`src/rtl/mem_port_arbiter_pkg.sv`:
```
// Shared constants for the IF/DM unified-memory port arbiter.
package mem_port_arbiter_pkg;

    // Arbiter FSM encoding.
    localparam logic [1:0] ST_IDLE = 2'd0;
    localparam logic [1:0] ST_WAIT = 2'd1;
    localparam logic [1:0] ST_RESP = 2'd2;

    // Current owner of the memory port.
    localparam logic OWN_IF = 1'b0;
    localparam logic OWN_DM = 1'b1;

    // Read data returned to a requester whose access was aborted by the watchdog.
    localparam logic [31:0] ABORT_RDATA = 32'h0;

    // Saturating increment used by the DM streak counter.
    function automatic logic [3:0] sat_inc4(input logic [3:0] cur, input logic [3:0] lim);
        return (cur >= lim) ? lim : cur + 4'd1;
    endfunction

endpackage

```
`src/rtl/mem_arb_watchdog.sv`:
```
// Clearable cycle counter that flags when a memory access has waited too long.
module mem_arb_watchdog #(
    parameter int unsigned TIMEOUT_CYC = 64
) (
    input  logic clk_i,
    input  logic rst_i,
    input  logic clr_i,
    input  logic en_i,
    output logic tc_o
);

    localparam logic [7:0] TC_VAL = 8'(TIMEOUT_CYC - 1);

    logic [7:0] count_q, count_d;

    // Next count: clear wins over enable; hold once the terminal value is reached.
    always_comb begin
        count_d = count_q;
        if (clr_i) begin
            count_d = 8'd0;
        end else if (en_i && (count_q != TC_VAL)) begin
            count_d = count_q + 8'd1;
        end
    end

    // Counter register.
    always_ff @(posedge clk_i or negedge rst_i) begin
        if (!rst_i) begin
            count_q <= 8'd0;
        end else begin
            count_q <= count_d;
        end
    end

    assign tc_o = (count_q == TC_VAL);

endmodule

```
`src/rtl/mem_port_arbiter.sv`:
```
// Arbitrates one single-port variable-latency memory between instruction fetch (IF)
// and the data-memory stage (DM). DM has priority, bounded by a streak limit so a
// pending IF is always served eventually. A watchdog aborts accesses that never ack.
module mem_port_arbiter
    import mem_port_arbiter_pkg::*;
#(
    parameter int unsigned ADDR_W      = 32,
    parameter int unsigned DATA_W      = 32,
    parameter int unsigned DM_STREAK   = 4,
    parameter int unsigned TIMEOUT_CYC = 64
) (
    input  logic              clk_i,
    input  logic              rst_i,
    // Instruction-fetch requester
    input  logic              if_req_i,
    input  logic [ADDR_W-1:0] if_addr_i,
    output logic [DATA_W-1:0] if_rdata_o,
    output logic              if_done_o,
    output logic              if_stall_o,
    // Data-memory requester
    input  logic              dm_req_i,
    input  logic              dm_we_i,
    input  logic [ADDR_W-1:0] dm_addr_i,
    input  logic [DATA_W-1:0] dm_wdata_i,
    output logic [DATA_W-1:0] dm_rdata_o,
    output logic              dm_done_o,
    output logic              dm_stall_o,
    // Memory side
    output logic              mem_req_o,
    output logic              mem_we_o,
    output logic [ADDR_W-1:0] mem_addr_o,
    output logic [DATA_W-1:0] mem_wdata_o,
    input  logic              mem_ack_i,
    input  logic [DATA_W-1:0] mem_rdata_i,
    output logic              timeout_o
);

    localparam logic [3:0]        STREAK_MAX = 4'(DM_STREAK);
    localparam logic [DATA_W-1:0] ABORT_VAL  = DATA_W'(ABORT_RDATA);

    logic [1:0]        state_q, state_d;
    logic              owner_q, owner_d;
    logic [3:0]        streak_q, streak_d;
    logic              mem_req_q, mem_req_d;
    logic              mem_we_q, mem_we_d;
    logic [ADDR_W-1:0] mem_addr_q, mem_addr_d;
    logic [DATA_W-1:0] mem_wdata_q, mem_wdata_d;
    logic [DATA_W-1:0] if_rdata_q, if_rdata_d;
    logic [DATA_W-1:0] dm_rdata_q, dm_rdata_d;
    logic              timeout_q, timeout_d;

    logic              wd_clr, wd_en, wd_tc;
    logic              grant_dm;

    mem_arb_watchdog #(
        .TIMEOUT_CYC (TIMEOUT_CYC)
    ) u_watchdog (
        .clk_i (clk_i),
        .rst_i (rst_i),
        .clr_i (wd_clr),
        .en_i  (wd_en),
        .tc_o  (wd_tc)
    );

    // DM wins unless IF is waiting and DM has already used up its streak.
    assign grant_dm = dm_req_i && !(if_req_i && (streak_q == STREAK_MAX));

    // FSM next-state, grant latching, response capture and watchdog control.
    always_comb begin
        state_d     = state_q;
        owner_d     = owner_q;
        streak_d    = streak_q;
        mem_req_d   = mem_req_q;
        mem_we_d    = mem_we_q;
        mem_addr_d  = mem_addr_q;
        mem_wdata_d = mem_wdata_q;
        if_rdata_d  = if_rdata_q;
        dm_rdata_d  = dm_rdata_q;
        timeout_d   = timeout_q;
        wd_clr      = 1'b0;
        wd_en       = 1'b0;

        unique case (state_q)
            ST_IDLE: begin
                wd_clr = 1'b1;
                if (if_req_i || dm_req_i) begin
                    state_d   = ST_WAIT;
                    mem_req_d = 1'b1;
                    if (grant_dm) begin
                        owner_d     = OWN_DM;
                        mem_we_d    = dm_we_i;
                        mem_addr_d  = dm_addr_i;
                        mem_wdata_d = dm_wdata_i;
                        // Streak only counts DM grants made while IF was kept waiting.
                        streak_d    = if_req_i ? sat_inc4(streak_q, STREAK_MAX) : 4'd0;
                    end else begin
                        owner_d     = OWN_IF;
                        mem_we_d    = 1'b0;
                        mem_addr_d  = if_addr_i;
                        mem_wdata_d = '0;
                        streak_d    = 4'd0;
                    end
                end
            end
            ST_WAIT: begin
                // Ack takes precedence over a coincident watchdog expiry.
                if (mem_ack_i) begin
                    mem_req_d = 1'b0;
                    state_d   = ST_RESP;
                    if (owner_q == OWN_IF) begin
                        if_rdata_d = mem_rdata_i;
                    end else if (!mem_we_q) begin
                        dm_rdata_d = mem_rdata_i;
                    end
                end else if (wd_tc) begin
                    mem_req_d = 1'b0;
                    timeout_d = 1'b1;
                    state_d   = ST_RESP;
                    if (owner_q == OWN_IF) begin
                        if_rdata_d = ABORT_VAL;
                    end else if (!mem_we_q) begin
                        dm_rdata_d = ABORT_VAL;
                    end
                end else begin
                    wd_en = 1'b1;
                end
            end
            ST_RESP: begin
                // Requests are deliberately not sampled here.
                wd_clr  = 1'b1;
                state_d = ST_IDLE;
            end
            default: begin
                wd_clr    = 1'b1;
                mem_req_d = 1'b0;
                state_d   = ST_IDLE;
            end
        endcase
    end

    // State and datapath registers.
    always_ff @(posedge clk_i or negedge rst_i) begin
        if (!rst_i) begin
            state_q     <= ST_IDLE;
            owner_q     <= OWN_IF;
            streak_q    <= 4'd0;
            mem_req_q   <= 1'b0;
            mem_we_q    <= 1'b0;
            mem_addr_q  <= '0;
            mem_wdata_q <= '0;
            if_rdata_q  <= '0;
            dm_rdata_q  <= '0;
            timeout_q   <= 1'b0;
        end else begin
            state_q     <= state_d;
            owner_q     <= owner_d;
            streak_q    <= streak_d;
            mem_req_q   <= mem_req_d;
            mem_we_q    <= mem_we_d;
            mem_addr_q  <= mem_addr_d;
            mem_wdata_q <= mem_wdata_d;
            if_rdata_q  <= if_rdata_d;
            dm_rdata_q  <= dm_rdata_d;
            timeout_q   <= timeout_d;
        end
    end

    // Completion pulses are the single RESP cycle, steered by the owner.
    always_comb begin
        if_done_o = (state_q == ST_RESP) && (owner_q == OWN_IF);
        dm_done_o = (state_q == ST_RESP) && (owner_q == OWN_DM);
    end

    assign if_stall_o  = if_req_i & ~if_done_o;
    assign dm_stall_o  = dm_req_i & ~dm_done_o;
    assign if_rdata_o  = if_rdata_q;
    assign dm_rdata_o  = dm_rdata_q;
    assign mem_req_o   = mem_req_q;
    assign mem_we_o    = mem_we_q;
    assign mem_addr_o  = mem_addr_q;
    assign mem_wdata_o = mem_wdata_q;
    assign timeout_o   = timeout_q;

endmodule

```
`config.mk`:
```
export PLATFORM = sky130hd
export DESIGN_NAME = mem_port_arbiter
export DESIGN_NICKNAME = d
export VERILOG_FILES = /design/src/rtl/mem_port_arbiter_pkg.sv /design/src/rtl/mem_arb_watchdog.sv /design/src/rtl/mem_port_arbiter.sv
export SDC_FILE = /design/constraint.sdc
export NUM_CORES = 1
export LEC_CHECK = 0
export CORE_MARGIN = 2
export CORE_UTILIZATION = 40
export CTS_CLUSTER_SIZE = 24
export DETAILED_ROUTE_END_ITERATION = 8
export PLACE_DENSITY_LB_ADDON = 0.08
export SYNTH_ARGS = -nofsm -noshare
export SYNTH_HDL_FRONTEND = slang
export SYNTH_HIERARCHICAL = 1
export SYNTH_SLANG_ARGS = --single-unit
```
`constraint.sdc`:
```
create_clock -name clk_i -period 3 [get_ports clk_i]
set_input_delay 0.6 -clock clk_i [delete_from_list [all_inputs] [get_ports clk_i]]
set_output_delay 0.6 -clock clk_i [all_outputs]
set_load 0.01 [all_outputs]
```
* After elaboration in Yosys (flattened, before gate mapping)
Cells that the tools add are included.
** Operators by class
- Eq/ne operators :: 8
- Reduce and logical (&&, ||, !) cells :: 15
- Multiplexer cells :: 30
- Bitwise gates (word level) :: 8
- Order comparisons :: 1
- Add/subtract/negate cells :: 2
** Operators by type and width (number)
- $mux 32 :: 12
- $mux 8 :: 2
- $mux 4 :: 3
- $reduce_and 3->1 :: 3
- $add 8x1->8 const B :: 1
- $eq 8x6->1 const B :: 1
- $mux 1 :: 8
- $ne 8x6->1 const B :: 1
- $mux 2 :: 3
- $not 1->1 :: 6
- $logic_and 1x1->1 :: 5
- $add 4x1->4 const B :: 1
- $eq 4x3->1 const B :: 1
- $ge 4x3->1 const B :: 1
- $pmux 2 s2 :: 1
- $reduce_and 2->1 :: 2
- $reduce_and 4->1 :: 1
- $ne 3x2->1 const B :: 1
- $pmux 1 s3 :: 1
- $and 1x1->1 :: 2
- $eq 2x1->1 const B :: 1
- $eq 2x2->1 const B :: 1
- $logic_not 2->1 :: 1
- $ne 2x1->1 const B :: 1
- other kinds (4) :: 4
** Storage, ports and cells
- Input bits :: 134
- Register bits :: 146
- Word-level logic and storage cells :: 75

* Longest topological paths before layout
Gate-level depths: netlist (run 1).
- Depth after elaboration :: 7
- Mapped depth :: 7

* Modules after synthesis
The synthesis (run 1) kept the hierarchy.
** By module, submodules not included
- mem_port_arbiter :: area an instance 6165.9 sq um, seq. area each 3453.3 sq um, cells each 515, instances 1
- mem_arb_watchdog :: area an instance 475.5 sq um, seq. area each 200.2 sq um, cells each 45, instances 1

* Worst setup path before layout (run 1)
OpenSTA, ideal clock, no wires.
- Path type :: flip-flop to flip-flop
- Start point :: reg u_watchdog.count_q[0]
- End point :: reg u_watchdog.count_q[5]
- Buffers on the path :: 0
- Setup slack :: 478 ps
- Arrival time :: 2394 ps
- Stages on the path, launching flop included :: 8
- Required time :: 2872 ps
- Period minus slack after synthesis :: 2522 ps
- Cells stage by stage :: dfrtp_1 > ha_1 > and3_4 > and2_1 > nor3_1 > nand4_4 > a2111oi_4 > mux2_1
** On the way
- Cells in the longest elaborated chain, start to end :: 6
- Elaborated cells on any way between the ends :: 10
** Ends and longest elaborated chain
- start: declaration :: RTL line mem_arb_watchdog.sv:14 : logic [7:0] count_q, count_d;
- start signal: assignment :: RTL line mem_arb_watchdog.sv:31 : count_q <= count_d;
- $eq 8x6->1 :: RTL line mem_arb_watchdog.sv:35 : assign tc_o = (count_q == TC_VAL);
- via wd_tc :: RTL line mem_port_arbiter.sv:52 : logic wd_clr, wd_en, wd_tc;
- $mux 1 :: RTL line mem_port_arbiter.sv:115 : end else if (wd_tc) begin
- $mux 1 :: RTL line mem_port_arbiter.sv:107 : if (mem_ack_i) begin
- $mux 1 :: RTL line mem_port_arbiter.sv:83 : unique case (state_q)
- via wd_en :: RTL line mem_port_arbiter.sv:52
- $logic_and 1x1->1 :: RTL line mem_arb_watchdog.sv:21 : end else if (en_i && (count_q != TC_VAL)) begin
- $ne 2x1->1 (no source line)
The timed path passes the listed nets, and every way through them passes these cells. The select of a mux whose other input is x is not followed.
A chain may end at the register's enable or synchronous reset.

* Worst setup path after layout (run 1)
- Start point :: reg owner_q
- End point :: out dm_done_o
** On the way
- Cells in the longest elaborated chain, start to end :: 1
** Ends and longest elaborated chain
- start: declaration :: RTL line mem_port_arbiter.sv:42 : logic owner_q, owner_d;
- start signal: assignment :: RTL line mem_port_arbiter.sv:156 : owner_q <= owner_d;
- $logic_and 1x1->1 :: RTL line mem_port_arbiter.sv:171 : dm_done_o = (state_q == ST_RESP) && (owner_q == OWN_DM);
- end: declaration :: RTL line mem_port_arbiter.sv:26 : output logic dm_done_o,
Every way passes these cells.

==> flow_results.org, run 1 <==
** Place
- Routability-driven placement finished with a final weighted congestion of 0.816.
- Detailed placement ended at an HPWL of 13.0 mm.
- Count of input and output buffers :: 268

** STA
- Min Clock Period, post-route :: 2.67 ns
- Setup TNS :: 0 ns
- Based on the critical path, the design can be clocked at up to 374 MHz.
- The clock arrives with 0.00604 ns of skew.
- The final hold violation count is 0.
- The final count of pins violating max slew came to 0.
- Period Utilization, post-route :: 0.890
- Setup repair after global routing left no endpoint under its margin.
- Final hold analysis gives a worst-case slack of 0.187 ns.
- Worst Tran Pin Value :: 0.683 ns
- Number of failing setup endpoints in the final timing report :: 0
- Measured against its own limit, the worst slew margin works out to 0.543.

** Synth
- Of the synthesized area, sequential elements account for 0.550.
- Most repeated cell in the gate-level netlist after synthesis :: dfrtp_1
- Yosys mapped a number of flops with a built-in enable equal to 0.
- Synthesized flop and latch total :: 146
- After synthesis, the share of flip-flops with an asynchronous set or reset is 1.00.
- Yosys warnings :: 6
- Commonest cells in the netlist :: dfrtp_1, inv_1, nand4_1
- Avg Synthesized Cell Area :: 11.9 sq um
- Cell accounting for the most synthesized area :: dfrtp_1
- The cell count after synthesis came out at 560.
- Syn nets :: 697
- Number of unique standard cell types used by synthesis :: 47
- Among all flip-flop cells after synthesis, the most frequent one is dfrtp_1.
- Leading cell types by total area after synthesis :: dfrtp_1, mux2_2, mux2_1
- After synthesis the cells add up to 6640 sq um.
- Share of the synthesized area in the top cell type :: 0.550

** Power and ir drop
- In this run the power density over the cells is 932 nW/um^2.
- Leakage :: 4.42 nW
- Across the VDD grid, the largest voltage drop is 0.000407 V.

** Clocking
- Maximum count of clock buffers along a single path :: 2
- Buffers inserted to repair hold after CTS numbered 0.
- Post-CTS Setup Bufs :: 0
- The later pin in the worst-skew pair is clocked with a latency of 0.42 ns.
- The number of gates resized after CTS was 0.
- CTS saw 146 sinks.
- TritonCTS clock tree :: built
- Clock transition time at the flip-flop clock pins of the worst setup and hold paths :: 0.05 ns
- The H-tree was split into 4 levels.
- In this run the clock root is driven by a clkbuf_16.
- TritonCTS created 17 clock buffers.

** Floorplanning
- Area of the placeable core :: 16400 sq um
- The initial utilization of the core area, before any placement, comes to 0.405.
- Cell row count :: 47
- Die area :: 17700 sq um
- Die width :: 133 um
- During I/O placement, the number of pins put on the boundary was 269.
- The floorplan step set the die height to 133 um.

** Final layout
- The final layout contains 952 nets.
- Relative area change from synthesis to final layout :: 52.8%
- In the final layout, the share of cells above drive strength 1 is 0.114.
- Counting the fill cells in the layout gives 1326.

** Routing
- Wire length reported by the detailed router :: 18.7 mm
- In this run, the number of DRC markers left after iteration 0 of detailed routing was 309.
- Routed vias/inst :: 5.24
- Per-cell routed wire length :: 17.8 um
- DRC violations left :: 0
- The count of nets left with antenna violations once routing finished came out at 0.
- Detailed routing inserted a total of 5496 vias.
- Length of the first detailed-routing pass in iterations :: 4

** Run status
- The run finished with clean final reports.

** Min path
- The worst hold path belongs to the class input pin to async pin.

** GRT
- Met3 Use GR :: 0.0605
- Summed over all layers, the global routing overflow is 0.
- Met2 demand-to-capacity share in global routing :: 0.362
- Pin count of the biggest net entering global routing :: 71
- Global Route Usage Sum :: 0.218
- The via count of the first global-routing pass was 5879.
- Initial antenna violation count :: 1
- Wire length of the first global-routing pass :: 30.4 mm
- For this run, global-route usage on met1 was measured as 0.269.
- In this run the most used layer during global routing was met2.

** Job
- MaxCap Viol Count :: 0

** Worst setup path
- STA classifies the critical path endpoint as an output port.
- STA puts the critical path data required time at 2.40 ns.
- The setup path with the least slack is of type flop to output port.
- Of all nets on the critical path, the largest fanout is 3.
- STA puts the critical path data arrival time at 2.07 ns.
- STA classifies the critical path startpoint as a flop.
path summary, 6_finish.rpt:
kind	from	endpoint	slack, ns	depth (start not counted)
setup / recovery	owner_q	dm_done_o	0.33	3
hold / removal	rst_i	if_rdata_o[10]	0.19	1
setup reg to reg	u_watchdog/count_q[0]	u_watchdog/count_q[5]	0.50	8
hold reg to reg	timeout_o	timeout_o	0.48	1
max in group asynchronous	rst_i	mem_addr_o[19]	2.06	2
min in group clk_i	timeout_o	timeout_o	0.48	1
registers in the layout (all words and copies together), names as in the netlist:
register,count
state_q,2
streak_q,4
mem_req_o,1
mem_wdata_o,32
mem_addr_o,32
dm_rdata_o,32
u_watchdog/count_q,8
if_rdata_o,32
mem_we_o,1
timeout_o,1
owner_q,1
worst max-delay path, stage by stage (launching register included):
cell             delay [ns]
dfrtp_1                0.42
inv_2                  0.08
nor3b_1                0.50
clkdlybuf4s50_1        0.65
final cells by class:
type / count / area (sq um) / area share
Multi-Input combinational cell: 326 / 2620 / 0.258
Clock inverter: 8 / 125 / 0.0123
Timing Repair Buffer: 285 / 2830 / 0.279
Clock buffer: 23 / 498 / 0.0491
Inverter: 39 / 146 / 0.0144
Tap cell: 220 / 275 / 0.0271
Antenna cell: 1 / 2.50 / 0.000247
Sequential cell: 146 / 3650 / 0.360
placed cells by master (no fill, tap or decap), types with 5 or more instances in the layout:
cell type	n
clkdlybuf4s50_1	266
o21ai_0	18
inv_1	38
o21ai_1	20
dfrtp_1	146
buf_4	15
and2_1	35
mux2_2	34
mux2_1	32
and4_1	32
clkbuf_8	5
and3_1	32
a21oi_1	6
clkbuf_16	17
a221o_1	32
nand4_1	37
cell families (layout without fill, tap and decap cells):
family	Yosys count	after routing	synth area share
flip-flops	146	146	0.550
multiplexers	67	67	0.113
buffers and inverters	88	355	0.0567
AND/OR/NAND/NOR	172	172	0.181
other	0	1	0
adder cells (fa/ha/maj)	3	3	0.00565
AO/OA/AOI/OAI	84	84	0.0934
power breakdown:
group | internal, mW | total, mW | switching, mW
clock | 1.41 | 2.21 | 0.798
sequential | 2.78 | 3.25 | 0.473
combinational | 2.27 | 4.00 | 1.73
total | 6.46 | 9.46 | 3.00
per-layer routing:
metal,vias up,wire (um)
met4,0,474
met1,2696,7670
li1,2559,-
met2,205,9120
met5,-,0
met3,36,1400
per-stage QoR:
| stage | setup slack, ns | utilization | area (sq um) | total power, mW | std cells |
|---|---|---|---|---|---|
| after floorplan | 0.478 | - | 6640 | 5.07 | 560 |
| after global placement | 0.545 | 0.581 | 9530 | 7.19 | 1016 |
| after detailed placement | 0.472 | 0.581 | 9530 | 7.30 | 1016 |
| after CTS | 0.353 | 0.619 | 10100 | 9.56 | 1047 |
| after global routing | 0.253 | 0.619 | 10200 | 10.0 | 1048 |
| final | 0.329 | 0.619 | 10200 | 9.46 | 1048 |
Note: power is estimated with default switching activity, not from simulation.
==> run 2: changes to the inputs <==
--- a/config.mk
+++ b/config.mk
@@ -6,7 +6,7 @@
 export NUM_CORES = 1
 export LEC_CHECK = 0
 export CORE_MARGIN = 2
-export CORE_UTILIZATION = 40
+export CORE_UTILIZATION = 35
 export CTS_CLUSTER_SIZE = 24
 export DETAILED_ROUTE_END_ITERATION = 8
 export PLACE_DENSITY_LB_ADDON = 0.08
==> flow_results.org, run 2 (synthesis gave the netlist of run 1 again) <==
** Run status
- Status: completed (unchanged).

** Clocking
- Number of cells upsized or downsized after cts :: 0 (unchanged)
- Post-CTS Setup Bufs :: 0 (unchanged)
- The root buffer cell is clkbuf_16 (unchanged).
- The H-tree level count is 4 (unchanged).
- TritonCTS clock tree :: built (unchanged)
- The clock insertion delay at the later pin of the skew report was 0.42 ns (about the same).
- Sinks on Clock Net :: 146 (unchanged)
- The number of buffers created by CTS was 17 (unchanged).
- The clock slew seen by the registers of the worst setup and hold paths was 0.06 ns (was 0.05 ns).
- The number of buffers inserted for hold repair after clock tree synthesis is 0 (unchanged).
- Maximum count of clock buffers along a single path :: 2 (unchanged)

** GRT
- Wire length of the first global-routing pass :: 29.9 mm (was 30.4 mm)
- Vias in the first global route :: 5729 (was 5879)
- The aggregate global-route resource usage came to 0.189 (was 0.218).
- The total overflow reported by the global router is 0 (unchanged).
- The maximum number of pins on one net before global-route repair was 83 (was 71).
- Initial antenna violation count :: 1 (unchanged)

** Final layout
- The layout cell share with drive strength beyond 1 was 0.115 (was 0.114).
- The post-route cell area was 10100 sq um (was 10200 sq um).
- The commonest non-fill, non-tap cell in the layout is clkdlybuf4s50_1 (unchanged).
- The final cell count without fillers is 1062 (was 1048).
- Commonest cells after routing, fill and taps aside :: clkdlybuf4s50_1, dfrtp_1, inv_1 (unchanged)
- The post-synthesis to final-layout area growth is 52.5% (was 52.8%).
- Final standard cell utilization of the core :: 0.543 (was 0.619)
- Count of nets after finishing :: 951 (was 952)

** Worst setup path
- Type of destination of the critical path :: output port (unchanged)
- Setup crit start kind :: flop (unchanged)
- The category of the critical setup timing path was flop to output port (unchanged).
- The biggest fanout along the worst timing path is 3 (unchanged).
- The data arrival time of the critical path came to 2.04 ns (was 2.07 ns).
- Data required time of the worst path :: 2.40 ns (about the same)

** Power and ir drop
- The power share of the combinational group came to 0.424 (was 0.423).
- Sw Ratio :: 0.321 (was 0.317)
- Worst-case vdd ir drop :: 0.000458 V (was 0.000407 V)
- The leakage power summed over all cells was 4.40 nW (was 4.42 nW).
- Total power divided by cell area :: 921 nW/um^2 (was 932 nW/um^2)
- The overall power after layout is 9.33 mW (was 9.46 mW).
- Cell internal power dissipation :: 6.33 mW (was 6.46 mW)
- The relative contribution of the clock network to total power came to 0.227 (was 0.234).
- The part of the total power dissipated in sequential elements is 0.349 (was 0.344).
- The switching power of the nets is 3.00 mW (about the same).

** Routing
- Final ANT Viol Nets :: 0 (unchanged)
- The DRC violation count after routing was 0 (unchanged).
- The number of vias per cell after detailed routing came to 5.07 (was 5.24).
- Length of the first detailed-routing pass in iterations :: 4 (unchanged)
- The final routed wire length divided by cell count is 17.7 um (was 17.8 um).
- Wire length reported by the detailed router :: 18.8 mm (was 18.7 mm)
- The via total after detailed routing was 5389 (was 5496).
- The number of DRC markers after the initial detailed-route iteration is 239 (was 309).

** STA
- The final hold violation count was 0 (unchanged).
- The worst clock skew was 0.00894 ns (was 0.00604 ns).
- Worst setup slack after layout :: 0.363 ns (was 0.329 ns)
- Max Clk Rate :: 379 MHz (was 374 MHz)
- Unrepaired setup endpoints after global routing: no (unchanged).
- The worst slew margin relative to its limit came to 0.504 (was 0.543).
- Hold WS :: 0.221 ns (was 0.187 ns)
- The clock period minus final worst setup slack came to 2.64 ns (was 2.67 ns).
- Number of failing setup endpoints in the final timing report :: 0 (unchanged)
- The final setup TNS is 0 ns (unchanged).
- The part of the cycle the worst path needs was 0.879 (was 0.890).
- Number of pins with negative max-slew slack in the final report :: 0 (unchanged)
- The transition time at the pin with the least slew margin was 0.745 ns (was 0.683 ns).

** Place
- DP Cell Count :: 1029 (was 1016)
- Area after detailed placement :: 9540 sq um (was 9530 sq um)
- The worst slack after detailed placement came to 0.441 ns (was 0.472 ns).
- The final HPWL from detailed placement is 13.2 mm (was 13.0 mm).
- Count of input and output buffers :: 268 (unchanged)
- Global placement routability congestion :: 0.777 (was 0.816)

** Floorplanning
- The area enclosed by the die boundary came to 20100 sq um (was 17700 sq um).
- The number of ports placed on the die boundary was 269 (unchanged).
- The core footprint was 18600 sq um (was 16400 sq um).
- Initial Util :: 0.356 (was 0.405)
- The height of the die came to 142 um (was 133 um).
- The placement row count came to 50 (was 47).
- The die width is 142 um (was 133 um).

** Job
- The number of max-cap violations came to 0 (unchanged).

** Min path
- Hold crit path type :: input pin to async pin (unchanged)
run 2: cell types whose count changed in the layout (fill, tap and decap cells not counted):
cell	change
buf_4	-1
clkbuf_8	-5
inv_6	+1
clkbuf_1	-1
clkinv_2	+5
clkinvlp_4	+1
run 2: power groups by stage:
stage | clock [mW] | combinational (mW) | sequential [mW]
floorplan | 0 | 1.49 | 3.58
global placement | 0 | 3.93 | 3.27
detailed placement | 0 | 4.02 | 3.27
CTS | 2.17 | 4.01 | 3.27
global route | 2.27 | 4.26 | 3.37
finish | 2.12 | 3.96 | 3.26
run 2: critical path, cell delays in order, from the launching register on:
cell	delay, ns
dfrtp_1	0.43
inv_2	0.08
nor3b_1	0.47
clkdlybuf4s50_1	0.65
run 2: per-layer routing:
layer  wire [um]  vias up  GRT usage
met5           0        -          0
met4         536        0     0.0842
met3        1370       39     0.0540
met2        8860      222      0.308
met1        7990     2567      0.236
li1            -     2561          -
run 2: area by class of cell:
cell class | instances | area, sq um
well taps | 234 | 293
fillers | 1606 | 8510
inverters | 39 | 146
clock buffers | 17 | 425
multi-input cells | 326 | 2620
clock inverters | 15 | 166
diodes | 1 | 2.50
repair buffers | 284 | 2820
flip-flops and latches | 146 | 3650
run 2: worst paths after layout:
kind / startpoint / to / slack, ns / cells past startpoint
worst max-delay path: owner_q / dm_done_o / 0.36 / 3
min in group clk_i: dm_rdata_o[18] / dm_rdata_o[18] / 0.48 / 1
worst min-delay path: rst_i / mem_wdata_o[11] / 0.22 / 1
worst max register to register: u_watchdog/count_q[0] / u_watchdog/count_q[5] / 0.61 / 8
max in group asynchronous: rst_i / if_rdata_o[19] / 1.99 / 2
worst min register to register: dm_rdata_o[18] / dm_rdata_o[18] / 0.48 / 1
